[src/rtl/chipper_pkg.sv]
// Shared flit format and router-port constants for the CHIPPER node.
package chipper_pkg;

    localparam int FLIT_W  = 10;
    localparam int COORD_W = 3;

    localparam int VLD_BIT = 9;
    localparam int AGE_HI  = 8;
    localparam int AGE_LO  = 6;
    localparam int DX_HI   = 5;
    localparam int DX_LO   = 3;
    localparam int DY_HI   = 2;
    localparam int DY_LO   = 0;

    localparam int EAST  = 0;
    localparam int WEST  = 1;
    localparam int NORTH = 2;
    localparam int SOUTH = 3;

    typedef logic [FLIT_W-1:0]  flit_t;
    typedef logic [COORD_W-1:0] coord_t;

    function automatic logic is_local(flit_t f, coord_t x, coord_t y);
        return f[VLD_BIT] && (f[DX_HI:DX_LO] == x) && (f[DY_HI:DY_LO] == y);
    endfunction

endpackage

[src/rtl/eject_fifo.sv]
// Ejection buffer: circular FIFO of flits with occupancy count 0..FIFO_DEPTH.
module eject_fifo
    import chipper_pkg::*;
#(
    parameter int FIFO_DEPTH = 4
) (
    input  logic                        clk,
    input  logic                        rst,
    input  logic                        push,
    input  flit_t                       din,
    input  logic                        pop,
    output flit_t                       dout,
    output logic [$clog2(FIFO_DEPTH):0] count,
    output logic                        full,
    output logic                        empty
);

    localparam int AW = $clog2(FIFO_DEPTH);

    flit_t         r_mem [FIFO_DEPTH];
    logic [AW-1:0] r_wptr;
    logic [AW-1:0] r_rptr;
    logic [AW:0]   r_count;
    logic          w_pop;
    logic          w_push;

    assign empty  = (r_count == '0);
    assign full   = (r_count == (AW+1)'(FIFO_DEPTH));
    assign count  = r_count;
    assign dout   = empty ? '0 : r_mem[r_rptr];
    assign w_pop  = pop && !empty;
    assign w_push = push && (!full || w_pop);

    always_ff @(posedge clk) begin
        if (w_push) begin
            r_mem[r_wptr] <= din;
        end
    end

    always_ff @(posedge clk) begin
        if (rst) begin
            r_wptr  <= '0;
            r_rptr  <= '0;
            r_count <= '0;
        end else begin
            if (w_push) begin
                r_wptr <= r_wptr + 1'b1;
            end
            if (w_pop) begin
                r_rptr <= r_rptr + 1'b1;
            end
            if (w_push && !w_pop) begin
                r_count <= r_count + 1'b1;
            end else if (!w_push && w_pop) begin
                r_count <= r_count - 1'b1;
            end
        end
    end

endmodule

[src/rtl/ejector.sv]
// Router ejection stage: round-robin picks one local-bound flit into the buffer.
// Optional EJECTOR_STATS_EN adds saturating eject/deflect counters.
module ejector
    import chipper_pkg::*;
#(
    parameter coord_t MY_X       = 3'd1,
    parameter coord_t MY_Y       = 3'd2,
    parameter int     FIFO_DEPTH = 4
) (
    input  logic  clk,
    input  logic  rst,
    input  flit_t eastad,
    input  flit_t westad,
    input  flit_t northad,
    input  flit_t southad,
    output flit_t ead,
    output flit_t wad,
    output flit_t nad,
    output flit_t sad,
    output flit_t localad,
    output logic  local_valid,
    input  logic  local_ready
`ifdef EJECTOR_STATS_EN
    ,
    output logic [15:0] eject_cnt,
    output logic [15:0] deflect_cnt
`endif
);

    localparam int CW = $clog2(FIFO_DEPTH) + 1;

    flit_t          w_in  [4];
    flit_t          r_out [4];
    logic [3:0]     w_lb;
    logic [1:0]     r_rr;
    logic [1:0]     w_idx;
    logic [1:0]     w_win;
    logic           w_any;
    logic           w_pop;
    logic           w_can;
    logic           w_eject;
    logic           w_deflect;
    logic [CW-1:0]  w_count;
    logic           w_full;
    logic           w_empty;

    assign w_in[EAST]  = eastad;
    assign w_in[WEST]  = westad;
    assign w_in[NORTH] = northad;
    assign w_in[SOUTH] = southad;

    always_comb begin
        for (int i = 0; i < 4; i++) begin
            w_lb[i] = is_local(w_in[i], MY_X, MY_Y);
        end
    end

    always_comb begin
        w_idx = '0;
        w_win = '0;
        w_any = 1'b0;
        for (int k = 0; k < 4; k++) begin
            w_idx = r_rr + 2'(k);
            if (!w_any && w_lb[w_idx]) begin
                w_win = w_idx;
                w_any = 1'b1;
            end
        end
    end

    // A pop frees a slot in the same cycle, so a full buffer can still accept.
    assign w_pop     = local_valid && local_ready;
    assign w_can     = (w_count < CW'(FIFO_DEPTH)) || w_pop;
    assign w_eject   = w_any && w_can;
    assign w_deflect = w_any && w_full && !w_pop;

    always_ff @(posedge clk) begin
        if (rst) begin
            r_rr <= '0;
            for (int i = 0; i < 4; i++) begin
                r_out[i] <= '0;
            end
        end else begin
            for (int i = 0; i < 4; i++) begin
                r_out[i] <= (w_eject && (w_win == 2'(i))) ? '0 : w_in[i];
            end
            if (w_eject) begin
                r_rr <= w_win + 2'd1;
            end
        end
    end

    assign ead = r_out[EAST];
    assign wad = r_out[WEST];
    assign nad = r_out[NORTH];
    assign sad = r_out[SOUTH];

    eject_fifo #(
        .FIFO_DEPTH (FIFO_DEPTH)
    ) u_fifo (
        .clk   (clk),
        .rst   (rst),
        .push  (w_eject),
        .din   (w_in[w_win]),
        .pop   (w_pop),
        .dout  (localad),
        .count (w_count),
        .full  (w_full),
        .empty (w_empty)
    );

    assign local_valid = !w_empty;

`ifdef EJECTOR_STATS_EN
    logic [15:0] r_eject_cnt;
    logic [15:0] r_deflect_cnt;

    always_ff @(posedge clk) begin
        if (rst) begin
            r_eject_cnt   <= '0;
            r_deflect_cnt <= '0;
        end else begin
            if (w_eject && (r_eject_cnt != 16'hFFFF)) begin
                r_eject_cnt <= r_eject_cnt + 1'b1;
            end
            if (w_deflect && (r_deflect_cnt != 16'hFFFF)) begin
                r_deflect_cnt <= r_deflect_cnt + 1'b1;
            end
        end
    end

    assign eject_cnt   = r_eject_cnt;
    assign deflect_cnt = r_deflect_cnt;
`endif

endmodule

[config.mk]
export PLATFORM = sky130hd
export DESIGN_NAME = ejector
export DESIGN_NICKNAME = d
export VERILOG_FILES = /design/src/rtl/chipper_pkg.sv /design/src/rtl/eject_fifo.sv /design/src/rtl/ejector.sv
export SDC_FILE = /design/constraint.sdc
export NUM_CORES = 1
export LEC_CHECK = 0
export BUFFER_PORTS_ARGS = -buffer_cell sky130_fd_sc_hd__clkbuf_2
export CAP_MARGIN = 20
export CORE_MARGIN = 2
export CORE_UTILIZATION = 45
export CTS_CLUSTER_DIAMETER = 100
export DETAILED_ROUTE_END_ITERATION = 10
export PLACE_DENSITY = 0.7
export SLEW_MARGIN = 10
export SYNTH_ARGS = -nofsm -noshare
export SYNTH_HDL_FRONTEND = slang
export SYNTH_SLANG_ARGS = --single-unit
[constraint.sdc]
create_clock -name clk -period 4.2 [get_ports clk]
set_input_delay 1.26 -clock clk [delete_from_list [all_inputs] [get_ports clk]]
set_output_delay 1.26 -clock clk [all_outputs]
set_load 0.1 [all_outputs]
==> impl_metrics.csv, run 1 <==
group,metric,value,unit
run_status,run_status,"completed",
sta,max_transition_viols_final,0,
synthesis,ys_async_rst_share,0,
floorplan,ioPinCount,94,
synthesis,yosysTopAreaCell,"sky130_fd_sc_hd__edfxtp_1",
sta,layout_worst_path_cycle_share,0.837,
min_path,hold_depth,2,
sta,post_route_skew,0.0116,ns
placement,portBuffers,93,
worst_setup_path,setup.reg_to_reg.worst_slack,1.72,ns
worst_setup_path,crit_path_end_kind,"output port",
clocking,tritoncts.num_buffers,9,
global_route,antenna_found_initial,0,
synthesis,synthesis.instances,245,
worst_setup_path,reg2reg_to,"u_fifo.count[2]",
placement,post-dp-hpwl,5080,um
synthesis,ys_ff_latch,91,
synthesis,synth.net_count,298,
placement,place.gp.congestion,0.719,
floorplan,fp.coreArea,7690,um^2
synthesis,synth_top_area_frac,0.337,
clocking,clkSinkCount,91,
synthesis,netlist_area,3570,um^2
global_route,track_usage,0.168,
synthesis,seq_area_frac_synth,0.623,
worst_setup_path,crit_required,2.94,ns
sta,finalSetupViolations,0,
global_route,overall_overflow_remaining_after_global_route,0,
floorplan,die_height,93.0,um
clocking,post_cts_buffers,0,
routing,drtPass1Iterations,4,
routing,vias_after_detailed_routing,2208,
synthesis,synthFlopType,"sky130_fd_sc_hd__dfxtp_1",
sta,clock.fmax,284,MHz
final_layout,instances_no_fill,456,
routing,ant_nets,0,
min_path,holdCritPathClass,"reg2reg",
worst_setup_path,worst-setup-path-type,"reg2out",
power_and_ir_drop,worst_ir_drop_vdd,0.000236,V
final_layout,final_nets,402,
routing,aggregate_routed_wire_length,6830,um
sta,finalHoldViolations,0,
clocking,cts_root_buf,"sky130_fd_sc_hd__clkbuf_8",
power_and_ir_drop,p_leak,1.77,nW
synthesis,post_synth_num_cell_types,44,
routing,remaining_drcs,0,
floorplan,die_width,93.0,um
sta,timing.setup.tns,0,ns
clocking,h_tree_depth,3,
flow_run,maximum_capacitance_violations,0,
final_layout,n_fill_cell,676,
floorplan,die_footprint,8650,um^2
clocking,hold_buffers,0,
global_route,via_count_of_the_first_global_routing_pass,2226,
global_route,largest_net_degree_at_the_start_of_global_routing,16,
worst_setup_path,worst_r2r_path_depth,8,
clocking,worst_setup_hold_path_clk_slew,0.09,ns
global_route,grt_pass1_wl,11000,um
routing,drt_iter0_markers,118,
worst_setup_path,r2r-start,"u_fifo.count[0]",
synthesis,synth.area.top_cells,"sky130_fd_sc_hd__edfxtp_1 (34%), sky130_fd_sc_hd__dfxtp_1 (29%), sky130_fd_sc_hd__and2_1 (9.6%)",
clocking,worst_skew_pair.late_latency,0.35,ns
floorplan,rows,32,
sta,timing_worst_slew_pin_value,0.692,ns
routing,route.detailed.wl_per_inst,15.0,um
power_and_ir_drop,cellPowerDensity,551,nW/um^2
final_layout,areaGrowthSynthToFinish,21.6,%
sta,period_minus_slack,3.52,ns
worst_setup_path,worstPathArrival,2.26,ns
final_layout,antenna-diode-count,0,
sta,timing.slew.headroom,0.539,
synthesis,yosysWarnings,0,
clocking,tritoncts_clock_tree,"built",
min_path,hold_start,"u_fifo.count[2]",
placement,post-place-cells,440,
clocking,clock_tree.buffer_depth,2,
final_layout,proportion_of_layout_cells_with_a_drive_suffix_above_1,0.381,
sta,grt_setup_unrepaired,"false",
clocking,post_cts_resize_count,0,
min_path,hold-path-endpoint,"u_fifo.count[2]",
synthesis,synth_enable_flop_cells,40,
worst_setup_path,critical_path_peak_fanout,10,
synthesis,syn_avg_cell_area,14.6,um^2
routing,avgViaCountPerCell,4.84,
worst_setup_path,start_kind,"register",
floorplan,start_util,0.464,
==> state kept, by name, indices dropped and copies added (netlist names), named ones only <==
name           count
u_fifo.r_mem      40
r_rr               2
u_fifo.r_rptr      2
r_out             40
u_fifo.count       3
u_fifo.r_wptr      2
==> metal layers <==
layer  part of all wire  global-route usage
met5                  0                   0
met1               0.43               0.223
met4              0.012              0.0625
met3              0.054              0.0371
met2               0.50               0.272
==> final cells by class <==
| class | instances | area, um^2 | area share |
|---|---|---|---|
| clock buffer | 10 | 128 | 0.0294 |
| clock inverter | 6 | 41.3 | 0.00952 |
| inverter | 6 | 25.0 | 0.00577 |
| multi-input combinational | 143 | 1290 | 0.298 |
| sequential | 91 | 2220 | 0.512 |
| tap | 102 | 128 | 0.0294 |
| timing repair buffer | 98 | 503 | 0.116 |
==> stage by stage <==
step | power [mW] | setup slack (ns) | hold WS, ns | area (um^2) | utilization
global placement | 1.90 | 0.610 | 0.477 | 4170 | 0.542
CTS | 2.41 | 0.615 | 0.503 | 4340 | 0.564
global route | 2.49 | 0.533 | 0.536 | 4340 | 0.564
floorplan | 1.76 | 0.562 | 0.462 | 3570 | -
detailed placement | 1.90 | 0.489 | 0.491 | 4170 | 0.542
finish | 2.39 | 0.684 | 0.509 | 4340 | 0.564
==> Yosys cell counts, types with 2 or more instances <==
cell type	number
sky130_fd_sc_hd__and2_1	55
sky130_fd_sc_hd__nor2_1	11
sky130_fd_sc_hd__nand2_1	3
sky130_fd_sc_hd__o21ai_0	4
sky130_fd_sc_hd__or3_1	3
sky130_fd_sc_hd__ha_1	9
sky130_fd_sc_hd__dfxtp_1	51
sky130_fd_sc_hd__inv_1	5
sky130_fd_sc_hd__edfxtp_1	40
sky130_fd_sc_hd__a21o_1	3
sky130_fd_sc_hd__nand2b_1	3
sky130_fd_sc_hd__mux4_1	3
sky130_fd_sc_hd__mux2i_1	3
sky130_fd_sc_hd__mux4_2	10
sky130_fd_sc_hd__nor2b_1	5
sky130_fd_sc_hd__clkbuf_1	2
sky130_fd_sc_hd__a21oi_1	5
sky130_fd_sc_hd__xor2_1	4
==> worst max-delay path by stage <==
stage | cells after the start | endpoint | slack [ns]
2_1_floorplan | 3 | localad[0] | 0.56
3_3_place_gp | 10 | u_fifo.count[2] | 0.61
5_1_grt | 3 | localad[6] | 0.53
4_1_cts | 3 | localad[5] | 0.62
3_5_place_dp | 10 | u_fifo.count[2] | 0.49
6_report | 3 | localad[3] | 0.68
==> cells in the final DEF, fill, tap and decap left out, types with 4 or more instances in the layout <==
master,count
sky130_fd_sc_hd__a21oi_1,5
sky130_fd_sc_hd__mux4_2,10
sky130_fd_sc_hd__o21ai_0,4
sky130_fd_sc_hd__clkbuf_8,9
sky130_fd_sc_hd__ha_1,9
sky130_fd_sc_hd__nor2_1,11
sky130_fd_sc_hd__edfxtp_1,40
sky130_fd_sc_hd__xor2_1,4
sky130_fd_sc_hd__clkbuf_2,93
sky130_fd_sc_hd__buf_4,5
sky130_fd_sc_hd__nor2b_1,5
sky130_fd_sc_hd__and2_1,55
sky130_fd_sc_hd__inv_1,5
sky130_fd_sc_hd__dfxtp_1,51
==> power breakdown <==
group          total (mW)  switching (mW)  internal (mW)
sequential           1.01          0.0407          0.966
combinational       0.866           0.690          0.176
clock               0.518           0.303          0.216
total                2.39            1.03           1.36
==> kinds of logic (layout without fill, tap and decap cells) <==
group                    after synthesis  count (layout)  share of synthesized area
AND/OR/NAND/NOR                       92              92                      0.169
AO/OA/AOI/OAI                         20              20                     0.0495
adder cells (fa/ha/maj)               10              10                     0.0372
flip-flops                            91              91                      0.623
buffers and inverters                 11             120                     0.0147
multiplexers                          16              16                     0.0937
XOR/XNOR                               5               5                     0.0123
==> worst max-delay path: stages, from the launching register on <==
cell                       delay, ns
sky130_fd_sc_hd__dfxtp_1        0.77
sky130_fd_sc_hd__mux4_2         0.60
sky130_fd_sc_hd__and2_1         0.17
sky130_fd_sc_hd__clkbuf_2       0.36
No activity file was read; power rests on OpenSTA's default activity.
==> inputs of run 2 (changes only) <==
==> constraint.sdc (replaced) <==
create_clock -name clk -period 3.4 [get_ports clk]
set_input_delay 1.02 -clock clk [delete_from_list [all_inputs] [get_ports clk]]
set_output_delay 1.02 -clock clk [all_outputs]
set_load 0.1 [all_outputs]
==> run 2 against run 1 <==
Final area is 2.1% higher. Global-route usage hardly changed. Power is 28% higher. Die area stayed put. Critical path depth is 7 higher. Final cell count is 1.8% higher. Combinational power is 27% higher. Utilization is 1.2 points higher. Critical endpoint is now u_fifo.count[2]. Largest cell class unchanged. Largest power group unchanged.
==> impl_metrics.csv, run 2 (synthesis results as in run 1) <==
group,metric,value,unit
worst_setup_path,critical_path_peak_fanout,3,
final_layout,multiInputGateArea,1290,um^2
clocking,cts_root_buf,"sky130_fd_sc_hd__clkbuf_8",
floorplan,die_height,93.0,um
floorplan,die_width,93.0,um
clocking,post_cts_buffers,0,
worst_setup_path,crit_required,3.68,ns
global_route,largest_net_degree_at_the_start_of_global_routing,17,
worst_setup_path,worst-path-buf-inv,2,
routing,remaining_drcs,0,
sta,timing.setup.tns,0,ns
power_and_ir_drop,power.switching_fraction,0.424,
worst_setup_path,worstPathArrival,3.35,ns
flow_run,maximum_capacitance_violations,0,
sta,timing.slew.headroom,0.397,
final_layout,n_fill_cell,654,
worst_setup_path,timing.critical_path.cells,"clkbuf_2, nand4bb_1, or3_4, a41oi_4, ha_1, inv_1, fa_1, xor2_1, or3_1, a21oi_1",
floorplan,rows,32,
global_route,antenna_found_initial,0,
sta,finalHoldViolations,0,
sta,clock.fmax,326,MHz
worst_setup_path,worst-setup-path-type,"in2reg",
floorplan,die_footprint,8650,um^2
placement,post-dp-hpwl,5110,um
power_and_ir_drop,cellPowerDensity,690,nW/um^2
clocking,clock_tree.buffer_depth,2,
worst_setup_path,start_kind,"primary input",
power_and_ir_drop,worst_ir_drop_vdd,0.000303,V
global_route,grt_pass1_wl,10800,um
worst_setup_path,worst_path_dominant_cell_family,"simple AND/OR/NAND/NOR gates",
worst_setup_path,cpPeakStageDelay,0.45,ns
clocking,worst_setup_hold_path_clk_slew,0.08,ns
sta,grt_setup_unrepaired,"false",
global_route,track_usage,0.168,
placement,portBuffers,93,
sta,timing_worst_slew_pin_value,0.905,ns
routing,avgViaCountPerCell,4.89,
power_and_ir_drop,total_switching_power,1.29,mW
routing,ant_nets,0,
sta,max_transition_viols_final,0,
global_route,via_count_of_the_first_global_routing_pass,2205,
power_and_ir_drop,internal_power,1.76,mW
power_and_ir_drop,share_clk_of_total_power,0.238,
run_status,run_status,"completed",
final_layout,final_nets,410,
worst_setup_path,crit_path_end_kind,"register",
clocking,tritoncts_clock_tree,"built",
clocking,post_cts_resize_count,0,
clocking,tritoncts.num_buffers,9,
power_and_ir_drop,power.total,3.05,mW
final_layout,final_common_cell,"sky130_fd_sc_hd__clkbuf_2",
power_and_ir_drop,power.combinational.fraction,0.362,
worst_setup_path,crit_slowest_cell,"sky130_fd_sc_hd__or3_4",
final_layout,regArea,2220,um^2
placement,place.gp.congestion,0.741,
final_layout,areaGrowthSynthToFinish,24.2,%
clocking,clkSinkCount,91,
final_layout,layout_common_cells,"sky130_fd_sc_hd__clkbuf_2 (93), sky130_fd_sc_hd__and2_1 (55), sky130_fd_sc_hd__dfxtp_1 (51)",
clocking,hold_buffers,0,
min_path,holdCritPathClass,"reg2reg",
routing,vias_after_detailed_routing,2268,
sta,period_minus_slack,3.06,ns
floorplan,start_util,0.464,
power_and_ir_drop,sequentialPowerShare,0.400,
final_layout,proportion_of_layout_cells_with_a_drive_suffix_above_1,0.403,
final_layout,antenna-diode-count,0,
global_route,overall_overflow_remaining_after_global_route,0,
clocking,h_tree_depth,3,
clocking,worst_skew_pair.late_latency,0.36,ns
power_and_ir_drop,p_leak,1.82,nW
sta,post_route_skew,0.0114,ns
sta,finalSetupViolations,0,
routing,drtPass1Iterations,4,
routing,aggregate_routed_wire_length,6930,um
sta,layout_worst_path_cycle_share,0.901,
routing,drt_iter0_markers,110,
floorplan,ioPinCount,94,
routing,route.detailed.wl_per_inst,14.9,um
floorplan,fp.coreArea,7690,um^2
-- run 2: cell count changes in the layout (fill, tap and decap cells not counted) --
| cell | before | now |
|---|---|---|
| sky130_fd_sc_hd__buf_4 | 5 | 13 |
| sky130_fd_sc_hd__bufinv_16 | 0 | 1 |
| sky130_fd_sc_hd__clkbuf_1 | 1 | 0 |
| sky130_fd_sc_hd__clkinv_1 | 2 | 0 |
| sky130_fd_sc_hd__clkinvlp_2 | 0 | 1 |
| sky130_fd_sc_hd__clkinvlp_4 | 1 | 2 |
-- run 2: worst reg2reg max path: stages, from the launching register on --
cell and delay, ns:
sky130_fd_sc_hd__dfxtp_1 0.35, sky130_fd_sc_hd__or3_1 0.60, sky130_fd_sc_hd__nand2_1 0.20, sky130_fd_sc_hd__ha_1 0.19
sky130_fd_sc_hd__inv_1 0.06, sky130_fd_sc_hd__fa_1 0.38, sky130_fd_sc_hd__xor2_1 0.18, sky130_fd_sc_hd__or3_1 0.30
sky130_fd_sc_hd__a21oi_1 0.14
-- run 2: power by group through the flow --
stage	logic, mW	clock network (mW)	registers [mW]
detailed placement	1.11	0	1.25
CTS	1.11	0.741	1.22
global placement	1.10	0	1.25
floorplan	0.744	0	1.43
global route	1.15	0.778	1.23
finish	1.10	0.728	1.22
-- run 2: layout make-up --
| class | count | share of cell area |
|---|---|---|
| Timing Repair Buffer | 106 | 0.127 |
| Clock inverter | 7 | 0.0172 |
| Clock buffer | 9 | 0.0280 |
| Tap cell | 102 | 0.0288 |
| Inverter | 6 | 0.00565 |
| Sequential cell | 91 | 0.502 |
| Multi-Input combinational cell | 143 | 0.292 |
-- run 2: final timing paths --
| check | slack (ns) | end | startpoint | depth (start not counted) |
|---|---|---|---|---|
| setup / recovery | 0.34 | u_fifo.count[2] | eastad[4] | 10 |
| setup reg to reg | 0.92 | u_fifo.count[2] | u_fifo.count[0] | 8 |
| hold / removal | 0.52 | u_fifo.count[2] | u_fifo.count[2] | 2 |
| hold reg to reg | 0.52 | u_fifo.count[2] | u_fifo.count[2] | 2 |
-- run 2: stage by stage --
step	utilization	setup slack [ns]	instance area, um^2	instances	hold WS [ns]
final	0.576	0.337	4430	464	0.518
after global routing	0.576	0.160	4430	464	0.542
after CTS	0.576	0.340	4430	464	0.524
after detailed placement	0.550	-0.0536	4230	448	0.512
after global placement	0.550	0.0480	4230	448	0.482
after floorplan	-	0.00179	3570	245	0.462
-- run 2: per-layer routing --
metal	share of wire	global-route usage	wire length, um	vias to the layer above
li1	-	-	-	1095
met1	0.44	0.203	3030	1096
met2	0.49	0.287	3410	65
met3	0.050	0.0427	349	12
met4	0.021	0.0699	143	0
met5	0	0	0	-
==> inputs of run 3 (changes only) <==
--- a/config.mk
+++ b/config.mk
@@ -5,13 +5,14 @@
 export SDC_FILE = /design/constraint.sdc
 export NUM_CORES = 1
 export LEC_CHECK = 0
+export ABC_AREA = 1
 export BUFFER_PORTS_ARGS = -buffer_cell sky130_fd_sc_hd__clkbuf_2
 export CAP_MARGIN = 20
-export CORE_MARGIN = 2
 export CORE_UTILIZATION = 45
 export CTS_CLUSTER_DIAMETER = 100
+export CTS_CLUSTER_SIZE = 30
 export DETAILED_ROUTE_END_ITERATION = 10
-export PLACE_DENSITY = 0.7
+export PLACE_DENSITY = 0.69
 export SLEW_MARGIN = 10
 export SYNTH_ARGS = -nofsm -noshare
 export SYNTH_HDL_FRONTEND = slang
==> run 3 against run 2 <==
Count of clock-buffer cells in the layout grew 2. Hold slack got worse by 0.036 ns. Register-to-register slack hardly changed. Critical endpoint is now localad[9]. Final cell count increased by 37%.
==> impl_metrics.csv, run 3 <==
group,metric,value,unit
synthesis,yosysWarnings,0,
global_route,overall_overflow_remaining_after_global_route,0,
synthesis,synthFlopType,"sky130_fd_sc_hd__dfxtp_1",
clocking,tritoncts_clock_tree,"built",
synthesis,syn_avg_cell_area,9.09,um^2
synthesis,ys_async_rst_share,0,
synthesis,synth.most_common_cell,"sky130_fd_sc_hd__nor2_1",
global_route,track_usage,0.198,
final_layout,final_common_cell,"sky130_fd_sc_hd__nor2_1",
worst_setup_path,crit_required,2.38,ns
worst_setup_path,cpMostUsedCell,"sky130_fd_sc_hd__nor2_1",
routing,ant_nets,0,
final_layout,proportion_of_layout_cells_with_a_drive_suffix_above_1,0.265,
final_layout,antenna-diode-count,0,
worst_setup_path,worst-setup-path-type,"reg2out",
clocking,hold_buffers,0,
worst_setup_path,path_depth,6,
routing,avgViaCountPerCell,4.73,
routing,route.detailed.wl_per_inst,12.6,um
clocking,tritoncts.num_buffers,9,
synthesis,synth_enable_flop_cells,40,
worst_setup_path,timing.critical_path.cells,"buf_4, nor2_1, nor2_1, o21ai_0, a21oi_1, clkbuf_2",
routing,remaining_drcs,0,
run_status,run_status,"completed",
synthesis,netlist_top_cells_count,"sky130_fd_sc_hd__nor2_1 (96), sky130_fd_sc_hd__inv_1 (58), sky130_fd_sc_hd__dfxtp_1 (51)",
synthesis,yosysTopAreaCell,"sky130_fd_sc_hd__edfxtp_1",
routing,vias_after_detailed_routing,3010,
worst_setup_path,worstPathArrival,2.09,ns
floorplan,rows,33,
worst_setup_path,start_kind,"register",
final_layout,regArea,2220,um^2
placement,place.gp.congestion,0.960,
worst_setup_path,worst_path_dominant_cell_family,"buffers and inverters",
routing,aggregate_routed_wire_length,8050,um
placement,post-place-cells,621,
sta,grt_setup_unrepaired,"false",
sta,finalSetupViolations,0,
worst_setup_path,critical_path_peak_fanout,14,
clocking,cts_root_buf,"sky130_fd_sc_hd__clkbuf_8",
synthesis,seq_area_frac_synth,0.579,
routing,drtPass1Iterations,4,
final_layout,layout_common_cells,"sky130_fd_sc_hd__nor2_1 (96), sky130_fd_sc_hd__clkbuf_2 (92), sky130_fd_sc_hd__inv_1 (58)",
floorplan,start_util,0.467,
final_layout,final_nets,580,
synthesis,netlist_area,3840,um^2
global_route,via_count_of_the_first_global_routing_pass,2974,
floorplan,ioPinCount,94,
worst_setup_path,worst_r2r_path_depth,9,
worst_setup_path,cpPeakStageDelay,0.64,ns
sta,clock.fmax,322,MHz
placement,portBuffers,93,
clocking,clock_tree.buffer_depth,2,
global_route,grt_pass1_wl,13200,um
sta,finalHoldViolations,0,
synthesis,post_synth_num_cell_types,24,
synthesis,synth.area.top_cells,"sky130_fd_sc_hd__edfxtp_1 (31%), sky130_fd_sc_hd__dfxtp_1 (27%), sky130_fd_sc_hd__nor2_1 (9.4%)",
floorplan,fp.coreArea,8220,um^2
clocking,clkSinkCount,91,
routing,drt_iter0_markers,168,
synthesis,synth_top_area_frac,0.313,
final_layout,instances_no_fill,637,
min_path,hold_depth,1,
flow_run,maximum_capacitance_violations,0,
global_route,antenna_found_initial,0,
min_path,holdCritPathClass,"reg2reg",
clocking,post_cts_buffers,0,
sta,max_transition_viols_final,0,
clocking,worst_setup_hold_path_clk_slew,0.08,ns
sta,period_minus_slack,3.11,ns
sta,timing.setup.tns,0,ns
final_layout,areaGrowthSynthToFinish,21.0,%
worst_setup_path,crit_slowest_cell,"sky130_fd_sc_hd__dfxtp_1",
floorplan,die_height,94.3,um
sta,post_route_skew,0.00978,ns
synthesis,ys_ff_latch,91,
final_layout,multiInputGateArea,1320,um^2
floorplan,die_footprint,8900,um^2
worst_setup_path,worst-path-buf-inv,2,
global_route,largest_net_degree_at_the_start_of_global_routing,21,
placement,post-dp-hpwl,6020,um
synthesis,synthesis.instances,422,
sta,timing_worst_slew_pin_value,0.628,ns
clocking,post_cts_resize_count,0,
synthesis,synth.net_count,475,
final_layout,n_fill_cell,736,
sta,timing.slew.headroom,0.581,
clocking,h_tree_depth,3,
clocking,worst_skew_pair.late_latency,0.35,ns
sta,layout_worst_path_cycle_share,0.914,
floorplan,die_width,94.3,um
worst_setup_path,crit_path_end_kind,"output port",
-- run 3: worst reg2reg max path: stages (launching register included) --
cell and delay [ns]:
sky130_fd_sc_hd__dfxtp_1 0.57, sky130_fd_sc_hd__inv_2 0.15, sky130_fd_sc_hd__nand3_1 0.16, sky130_fd_sc_hd__nand2_2 0.11
sky130_fd_sc_hd__o21ai_4 0.22, sky130_fd_sc_hd__nand4_4 0.12, sky130_fd_sc_hd__buf_4 0.19, sky130_fd_sc_hd__nand3_4 0.17
sky130_fd_sc_hd__inv_2 0.11, sky130_fd_sc_hd__nor3_1 0.43
-- run 3: area by class of cell --
| class | count | share of cell area |
|---|---|---|
| Clock buffer | 11 | 0.0283 |
| Tap cell | 105 | 0.0283 |
| Inverter | 64 | 0.0517 |
| Multi-Input combinational cell | 257 | 0.283 |
| Clock inverter | 5 | 0.0116 |
| Timing Repair Buffer | 104 | 0.119 |
| Sequential cell | 91 | 0.478 |
-- run 3: kinds of logic after synthesis --
kind of cell    synth area share
xor+xnor                 0.00424
buf+inv                   0.0783
fa+ha+maj                 0.0346
compound gates            0.0695
flops                      0.579
simple gates               0.234
-- run 3: per-layer routing --
layer | global-route usage | routed length [um] | up-vias
li1 | - | - | 1559
met1 | 0.227 | 3480 | 1337
met3 | 0.0475 | 416 | 19
met4 | 0.100 | 255 | 0
met2 | 0.342 | 3900 | 95
met5 | 0 | 0 | -
-- run 3: stage by stage --
| step | worst slack [ns] | hold WS, ns | cell area (um^2) | utilization |
|---|---|---|---|---|
| after floorplan | 0.0693 | 0.437 | 3840 | - |
| after global placement | 0.188 | 0.453 | 4460 | 0.543 |
| after detailed placement | 0.134 | 0.469 | 4460 | 0.543 |
| after CTS | 0.264 | 0.489 | 4640 | 0.565 |
| after global routing | 0.102 | 0.517 | 4640 | 0.565 |
| final | 0.293 | 0.481 | 4640 | 0.565 |
-- run 3: worst paths after layout --
path,slack (ns),start,end
min,0.48,u_fifo.r_rptr[0],u_fifo.r_rptr[0]
min reg2reg,0.48,u_fifo.r_rptr[0],u_fifo.r_rptr[0]
max reg2reg,0.91,r_rr[0],u_fifo.r_mem[2][4]
max,0.29,register,localad[9]
Power of run 3 is not shown: default switching activity piles up to over one toggle a cycle in this logic, so the estimate is an artifact.
